$ cat src/rtl/calc_pkg.sv
// Shared constants for the calculator front end: button bit map and the
// default debounce window.
package calc_pkg;

    localparam int BTN_U = 0;
    localparam int BTN_L = 1;
    localparam int BTN_C = 2;
    localparam int BTN_R = 3;
    localparam int BTN_D = 4;
    localparam int N_BTN = 5;

    // 10 ms at 100 MHz
    localparam int DEBOUNCE_CYCLES = 1_000_000;

    // Debounce channel states, implied by {level, cnt != 0}
    localparam logic [1:0] CH_IDLE_LOW  = 2'b00;
    localparam logic [1:0] CH_QUAL_HIGH = 2'b01;
    localparam logic [1:0] CH_IDLE_HIGH = 2'b10;
    localparam logic [1:0] CH_QUAL_LOW  = 2'b11;

endpackage

$ cat src/rtl/btn_debounce_ch.sv
// Single push-button channel: 2-flop synchroniser, stability counter,
// debounced level and a one-cycle press pulse.
//
// state      | meaning
// -----------+-------------------------------------------------------------
// IDLE_LOW   | level = 0, cnt = 0, synchronised input agrees with level
// QUAL_HIGH  | level = 0, cnt != 0, input has been high for cnt cycles
// IDLE_HIGH  | level = 1, cnt = 0, synchronised input agrees with level
// QUAL_LOW   | level = 1, cnt != 0, input has been low for cnt cycles
//
// The state is never stored explicitly; it is the pair (level, cnt != 0).
// Any cycle where the input agrees with level again drops a QUAL state
// back to its IDLE state, which is what rejects bounce.
module btn_debounce_ch #(
    parameter int DEBOUNCE_CYCLES = 4,
    parameter int CNT_W           = $clog2(DEBOUNCE_CYCLES + 1)
) (
    input  logic clk,
    input  logic rst_n,
    input  logic btn_raw,
    output logic level,
    output logic pulse
);

    localparam logic [CNT_W-1:0] CNT_LAST = CNT_W'(DEBOUNCE_CYCLES - 1);

    logic             s1;
    logic             s2;
    logic [CNT_W-1:0] cnt;
    logic             accept;

    // The flip happens on the cycle the counter has seen a full window of
    // disagreement; cnt never passes CNT_LAST because the flip clears it.
    assign accept = (s2 != level) && (cnt == CNT_LAST);

    // Bring the asynchronous button into the clk domain
    always_ff @(posedge clk or negedge rst_n) begin
        if (!rst_n) begin
            s1 <= 1'b0;
            s2 <= 1'b0;
        end else begin
            s1 <= btn_raw;
            s2 <= s1;
        end
    end

    // Stability counter and debounced level
    always_ff @(posedge clk or negedge rst_n) begin
        if (!rst_n) begin
            cnt   <= '0;
            level <= 1'b0;
        end else if (s2 == level) begin
            cnt <= '0;
        end else if (accept) begin
            cnt   <= '0;
            level <= s2;
        end else begin
            cnt <= cnt + CNT_W'(1);
        end
    end

    // Press pulse lands in the same cycle level first reads 1
    always_ff @(posedge clk or negedge rst_n) begin
        if (!rst_n) begin
            pulse <= 1'b0;
        end else begin
            pulse <= accept && s2;
        end
    end

endmodule

$ cat src/rtl/btn_conditioner.sv
// Board push-button conditioning for the calculator core: one independent
// debounce channel per button, clean levels plus press pulses.
module btn_conditioner #(
    parameter int N_BTN           = calc_pkg::N_BTN,
    parameter int DEBOUNCE_CYCLES = calc_pkg::DEBOUNCE_CYCLES
) (
    input  logic             clk,
    input  logic             rst_n,
    input  logic [N_BTN-1:0] btn_in,
    output logic [N_BTN-1:0] btn_level,
    output logic [N_BTN-1:0] btn_pulse
);

    localparam int CNT_W = $clog2(DEBOUNCE_CYCLES + 1);

    // A zero-length window would make the counter compare meaningless
    if (DEBOUNCE_CYCLES < 1) begin : g_bad_debounce
        $error("btn_conditioner: DEBOUNCE_CYCLES must be >= 1");
    end

    // One identical channel per button bit
    for (genvar i = 0; i < N_BTN; i++) begin : g_ch
        btn_debounce_ch #(
            .DEBOUNCE_CYCLES (DEBOUNCE_CYCLES),
            .CNT_W           (CNT_W)
        ) u_ch (
            .clk     (clk),
            .rst_n   (rst_n),
            .btn_raw (btn_in[i]),
            .level   (btn_level[i]),
            .pulse   (btn_pulse[i])
        );
    end

endmodule

$ cat config.mk
export PLATFORM = sky130hd
export DESIGN_NAME = btn_conditioner
export DESIGN_NICKNAME = d
export VERILOG_FILES = /design/src/rtl/calc_pkg.sv /design/src/rtl/btn_debounce_ch.sv /design/src/rtl/btn_conditioner.sv
export SDC_FILE = /design/constraint.sdc
export NUM_CORES = 1
export LEC_CHECK = 0
export ABC_AREA = 1
export CAP_MARGIN = 20
export CORE_ASPECT_RATIO = 1.2
export CORE_UTILIZATION = 60
export DETAILED_ROUTE_END_ITERATION = 16
export PLACE_DENSITY = 0.78
export SLEW_MARGIN = 30
export SYNTH_ARGS = -nofsm -noshare
export SYNTH_HDL_FRONTEND = slang
export SYNTH_SLANG_ARGS = --single-unit
$ cat constraint.sdc
create_clock -name clk -period 1.71 [get_ports clk]
set_clock_uncertainty 0.15 [all_clocks]
set_input_delay 0.2565 -clock clk [delete_from_list [all_inputs] [get_ports clk]]
set_output_delay 0.2565 -clock clk [all_outputs]
set_load 0.05 [all_outputs]
==> results of run 1 <==
## power by group
part	switching, mW	total, mW	internal, mW	leakage [nW]
clock	1.14	3.06	1.92	0.248
sequential	0.0259	2.91	2.89	1.64
combinational	0.155	0.241	0.0857	1.53
total	1.32	6.21	4.89	3.41
## worst min path at each step
stage,from,cells after the start,endpoint,slack [ps]
CTS,btn_in[4],1,g_ch[4].u_ch.s1,120
global placement,rst_n,1,g_ch[3].u_ch.cnt[4],90
detailed placement,rst_n,1,g_ch[3].u_ch.cnt[4],90
floorplan,rst_n,0,g_ch[0].u_ch.cnt[0],-190
global route,btn_in[4],1,g_ch[4].u_ch.s1,120
finish,btn_in[4],1,g_ch[4].u_ch.s1,130
## area by class of cell
class                      instances  area [sq um]
multi-input combinational        589          2990
tap                              129           161
clock buffer                      24           482
clock inverter                     4          22.5
sequential                       120          3000
inverter                          97           368
timing repair buffer              37           372
fill                             828          3070
## per-stage QoR
step	area [sq um]	hold slack (ps)	power [mW]
6_report	7390	130	6.21
5_1_grt	7390	124	6.43
4_1_cts	7280	123	6.25
3_5_place_dp	6760	92.4	3.19
3_3_place_gp	6760	94.3	3.17
2_1_floorplan	6440	-189	3.06
## timing repair
item                                    4_1_cts  5_1_grt
setup buffers                                 0        8
hold buffers                                  1        0
endpoints found under the setup margin        4       48
hold endpoints to repair                     29        0
pin swaps                                     0        6
resized for setup                             1       11
gates cloned                                  0        0
## routing by layer
| layer | vias up | track usage [%] |
|---|---|---|
| met2 | 131 | 43.2 |
| met3 | 48 | 7.09 |
| li1 | 2647 | - |
| met4 | 0 | 12.0 |
| met5 | - | 0 |
| met1 | 2495 | 30.6 |
## kinds of logic after synthesis
logic type | after synthesis | share of synthesized area [%]
DFF | 120 | 46.6
buffers and inverters | 114 | 7.56
AOI/OAI and AO/OA | 34 | 3.34
adders and majority gates | 5 | 0.971
xor gates and xnor gates | 46 | 6.26
and+or+nand+nor | 504 | 35.2
## critical path: cells and delay by family, from the launching register on
| family | cells | cell delay (ps) |
|---|---|---|
| AOI/OAI and AO/OA | 1 | 90 |
| DFF | 1 | 360 |
| buffers and inverters | 1 | 150 |
| adders and majority gates | 1 | 200 |
| and+or+nand+nor | 5 | 540 |
## flip-flops by register name, summed over array words and instances, names as in the netlist
| register | count |
|---|---|
| g_ch.u_ch.cnt | 100 |
| g_ch.u_ch.level | 5 |
| g_ch.u_ch.pulse | 5 |
| g_ch.u_ch.s1 | 5 |
| g_ch.u_ch.s2 | 5 |
## cell usage in the layout (no fill, tap or decap), drive strengths merged
cell type      Yosys  final
clkbuf             0     24
xor2              31     31
inv               96     96
a21oi             14     14
nand3b             4      4
o21bai             6      6
buf               17     31
and2               1      1
dfrtp            120    120
xnor2             15     15
nand3             85     85
and3               1      1
o21ai             14     14
ha                 5      5
nand2            175    175
or2                4      4
nor3              10     10
clkinv             1      3
nand4             12     12
clkdlybuf4s50      0      5
nor3b              5      5
dlygate4sd3        0      1
clkinvlp           0      2
nor2             207    207
## cells in the mapped netlist (all sizes together)
| cell type | count | area (sq um) |
|---|---|---|
| nor2 | 207 | 902 |
| nand2 | 175 | 687 |
| dfrtp | 120 | 3000 |
| inv | 96 | 360 |
| nand3 | 85 | 450 |
| xor2 | 31 | 272 |
| buf | 17 | 123 |
| xnor2 | 15 | 131 |
| a21oi | 14 | 92.6 |
| o21ai | 14 | 77.6 |
| nand4 | 12 | 75.1 |
| nor3 | 10 | 50.1 |
| o21bai | 6 | 45.0 |
| ha | 5 | 62.6 |
| nor3b | 5 | 37.5 |
| nand3b | 4 | 30.0 |
| or2 | 4 | 25.0 |
| and2 | 1 | 6.26 |
| and3 | 1 | 6.26 |
| clkinv | 1 | 3.75 |
==> run metrics, run 1 <==
Max VDD drop=0.000621 V; Syn Area/Cell=7.82 sq um; post-detailed-route DRC marker count=0; layout cell share with drive strength beyond 1=13.7%; power per cell area=840 nW/um^2; startpoint of the most critical register-to-register path=g_ch[3].u_ch.cnt[0]; count of non-filler cells in the finished layout=1000; count of placed standard cells including taps=963; critical path peak fanout=5; average detailed-routed wire length per instance=13.2 microns; Clk pin slew, worst setup/hold paths=50 ps; I/O pin cnt=17; number of diodes=0; die extent in y=115 microns; worst reg2reg path depth=8; final core area utilization=70.6%; worst slack at placement=-0.959 ps; RSZ-0062 raised after global routing=true; total die area=11200 sq um; Finish-stage setup viols=0; starting density of the core=61.5%; level count of the clock H-tree=4; run status=finished, final reports clean; max-cap violations=0; routed length on met1=5540 microns; Setup CP Type=reg -> reg; sequential cell area fraction in the yosys report=46.6%; Ys Warns=0; antenna violations before repair=0; half-perimeter wire length after placement=9300 microns; met3 wire len=493 microns; largest net degree at the start of global routing=39; vias in the first global route=5053; data arrival time of the critical path=1770 ps; met2 wire len=6730 microns; remaining antenna violation count after routing=0; Clock Root Buffer=clkbuf_16; TritonCTS clock tree=built; overall die width=96.6 microns; Critical Path, Cell by Cell=ha_1, nand3_2, inv_1, nand2_2, nor2_4, nand3_1, o21ai_0, nor2_1; DRC violation total after the first TritonRoute iteration=323; GPL Wtd Cong=0.926; fin nets=874; critical path launch point=g_ch[3].u_ch.cnt[0]; register bit total from synthesis=120; max-slew headroom at the worst pin=69.2%; Initial DRT Pass Iterations=8; Top Metal Used=met4; count of vias placed by the detailed router=5321; setup tns final=0 ps; clock latency reported for the late side of the worst-skew pair=420 ps; Worst-Margin Slew=462 ps; All-Layer GR Usage=25.8%; endpoint of the worst-slack reg-to-reg timing path=g_ch[3].u_ch.cnt[18]; summed instance area of the synthesized netlist=6440 sq um; Leak Pwr=3.41 nW; CTS buffer count=17; required time of the critical path=1850 ps; post-DR vias/cell=5.32; period utilization=95.4%; final critical path time including I/O delays and setup=1630 ps; count of final hold-check violations=0; count of input and output buffers=16; floorplan core area=10500 sq um; number of buffers on the longest clock path=2; Hold/Removal Path Class=in -> reg; final number of max-transition violations=0; grt ovf=0; Fmax=0.613 GHz; minimum setup slack in the final design=78.8 ps; CTS sink cnt=120; slowest stage delay, CP=360 ps; row count=41; register-to-register setup slack=80 ps; destination of the critical timing path=g_ch[3].u_ch.cnt[18]; Setup crit start kind=flip-flop; nets in the synthesized netlist=835; P&R area growth vs syn=14.8%; routed wire length=13200 microns; critical path endpoint category=flip-flop; cell with the largest stage delay on the worst path=dfrtp_1; global-route wire length before repair=22000 microns; Synth cell types=31; synthesized instance count=823
(Power assumes the default switching activity.)
==> run 2: changes to the inputs <==
--- a/config.mk
+++ b/config.mk
@@ -10,6 +10,7 @@
 export CORE_ASPECT_RATIO = 1.2
 export CORE_UTILIZATION = 60
 export DETAILED_ROUTE_END_ITERATION = 16
+export GPL_TIMING_DRIVEN = 0
 export PLACE_DENSITY = 0.78
 export SLEW_MARGIN = 30
 export SYNTH_ARGS = -nofsm -noshare
==> run 2 against run 1 <==
Clock power increased by 22%. Combinational power about the same. Worst setup slack got worse by 32 ps. Die area unchanged. Highest routed layer unchanged. Non-clock buffer count increased by 5. Wire length increased by 3.4%. Critical path type unchanged.
==> run metrics, run 2 (synthesized netlist as in run 1, its figures left out) <==
run status=finished, final reports clean; leading cell types in the layout, fill and taps excluded=181 x nor2_1, 158 x nand2_1, 120 x dfrtp_1; Leak Pwr=3.45 nW (+0.98%); fin nets=879 (+0.57%); met3 wire len=434 microns (-12%); combinational share of power=3.5% (-0.4 points); row count=41 (unchanged); post-detailed-route DRC marker count=0 (unchanged); Final Hold Slack=123 ps (-6.72 ps); post-DR vias/cell=5.36 (+0.73%); I/O pin cnt=17 (unchanged); critical path peak fanout=4 (-1); routed wire length=13600 microns (+3.4%); Max VDD drop=0.000713 V (+15%); max-slew headroom at the worst pin=73.3% (+4.1 points); Initial DRT Pass Iterations=5 (-3); Clock Root Buffer=clkbuf_16; power per cell area=908 nW/um^2 (+8.1%); count of final hold-check violations=0 (unchanged); count of input and output buffers=16 (unchanged); RSZ-0062 raised after global routing=true; vias in the first global route=5323 (+5.3%); average detailed-routed wire length per instance=13.5 microns (+2.5%); layout cell share with drive strength beyond 1=16.1% (+2.5 points); floorplan core area=10500 sq um (unchanged); part of the total power dissipated in the clock network=54.3% (+5.1 points); CTS buffer count=17 (unchanged); met2 wire len=7090 microns (+5.4%); Setup CP Type=reg -> reg; number of inserted filler cells in the final layout=790 (-4.6%); Fmax=0.601 GHz (-1.9%); max-cap violations=0 (unchanged); remaining antenna violation count after routing=0 (unchanged); Top Metal Used=met4; Worst-Margin Slew=400 ps (-61.2 ps); switching fraction of total power=22.4% (+1.1 points); data arrival time of the critical path=1820 ps (+50 ps); period utilization=97.3% (+1.9 points); P&R area growth vs syn=17.8%; starting density of the core=61.5% (unchanged); count of vias placed by the detailed router=5408 (+1.6%); sequential cell fraction of total power=42.2% (-4.7 points); Clk pin slew, worst setup/hold paths=60 ps (about the same); Finish-stage setup viols=0 (unchanged); required time of the critical path=1870 ps (+20 ps); level count of the clock H-tree=4 (unchanged); half-perimeter wire length after placement=9060 microns (-2.5%); total area of multi-input combinational cells=3040 sq um (+1.8%); largest register by flop count=g_ch.u_ch.cnt; critical path endpoint category=flip-flop; CTS sink cnt=120 (unchanged); TritonCTS clock tree=built; count of non-filler cells in the finished layout=1009 (+0.90%); internal power consumption=5.34 mW (+9.3%); Hold/Removal Path Class=in -> reg; die extent in y=115 microns (unchanged); antenna violations before repair=0 (unchanged); Setup crit start kind=flip-flop; number of diodes=0 (unchanged); All-Layer GR Usage=26.4% (+0.57 points); switching power=1.54 mW (+17%); grt ovf=0 (unchanged); largest net degree at the start of global routing=71 (+82%); number of buffers on the longest clock path=2 (unchanged); overall die width=96.6 microns (unchanged); count of placed standard cells including taps=969 (+0.62%); flip-flop and latch area=3000 sq um (unchanged); GPL Wtd Cong=0.909 (-1.9%); setup tns final=0 ps (unchanged); flip-flop count of the largest register, all copies and words added=100 (unchanged); total die area=11200 sq um (unchanged); global-route wire length before repair=22700 microns (+3.1%); leading cell type in the layout, fill and taps excluded=nor2_1; clock latency reported for the late side of the worst-skew pair=420 ps (about the same); final number of max-transition violations=0 (unchanged); final critical path time including I/O delays and setup=1660 ps (+31.9 ps); routed length on met1=5650 microns (+2.1%); DRC violation total after the first TritonRoute iteration=292 (-9.6%)
-- run 2: changes by cell type in the layout (fill, tap and decap cells not counted), moves of 3 or more --
cell             change
buf_6                +3
buf_2                +8
buf_12               -4
nand3_1              -7
clkdlybuf4s15_2      +5
nand2_2              +3
clkbuf_1             -4
inv_6                +3
bufinv_16            +3
buf_4                -9
nand3_2              +6
-- run 2: through the flow --
stage               setup slack [ps]  utilization (%)  cell area [sq um]  total power, mW
floorplan                        237                -               6440             3.06
global placement               -4330             64.6               6760             3.16
detailed placement             -23.6             64.9               6790             3.18
CTS                             2.72             70.9               7420             6.89
global route                   -55.3             72.5               7580             7.08
finish                          46.8             72.5               7580             6.89
-- run 2: area by class of cell --
cell class	count	share of cell area (%)
flip-flops and latches	120	39.6
well taps	129	2.13
plain buffers	17	1.70
inverters	97	4.80
clock inverters	13	2.23
multi-input cells	589	40.1
clock buffers	19	5.97
repair buffers	25	3.53
-- run 2: worst max-delay path: stages, from the launching register on --
cell,delay [ps]
dfrtp_1,370
ha_2,210
nand2_2,80
nor2_4,140
nand2_2,70
nor2_2,120
nand3_2,130
buf_4,170
nand2_1,70
nor2_1,50
-- run 2: metal layers --
metal / global-route usage [%] / vias up
li1: - / 2658
met1: 29.8 / 2579
met2: 46.1 / 125
met3: 4.79 / 46
met4: 15.1 / 0
met5: 0 / -
-- run 2: final timing paths --
path	start	to	slack [ps]	depth (start not counted)
worst min register to register	g_ch[2].u_ch.s1	g_ch[2].u_ch.s2	200	0
worst max-delay path	g_ch[4].u_ch.cnt[0]	g_ch[4].u_ch.cnt[18]	50	9
max in group asynchronous	rst_n	g_ch[1].u_ch.cnt[2]	570	3
worst min-delay path	btn_in[1]	g_ch[1].u_ch.s1	120	1
min in group asynchronous	rst_n	g_ch[3].u_ch.cnt[16]	190	2
worst max register to register	g_ch[4].u_ch.cnt[0]	g_ch[4].u_ch.cnt[18]	50	9
-- run 2: power groups by stage --
stage / Combinational [mW] / Clock [mW] / Sequential, mW
after floorplan: 0.110 / 0 / 2.95
after global placement: 0.203 / 0 / 2.96
after detailed placement: 0.218 / 0 / 2.96
after CTS: 0.223 / 3.76 / 2.91
after global routing: 0.274 / 3.90 / 2.91
final: 0.239 / 3.74 / 2.91
-- run 2: what timing repair did --
| item | 4_1_cts | 5_1_grt |
|---|---|---|
| endpoints found under the setup margin | 10 | 46 |
| pin swaps | 0 | 12 |
| hold buffers | 1 | 0 |
| gates cloned | 0 | 1 |
| endpoints found under the hold margin | 53 | 0 |
| resized for setup | 35 | 32 |
| setup buffers | 0 | 6 |
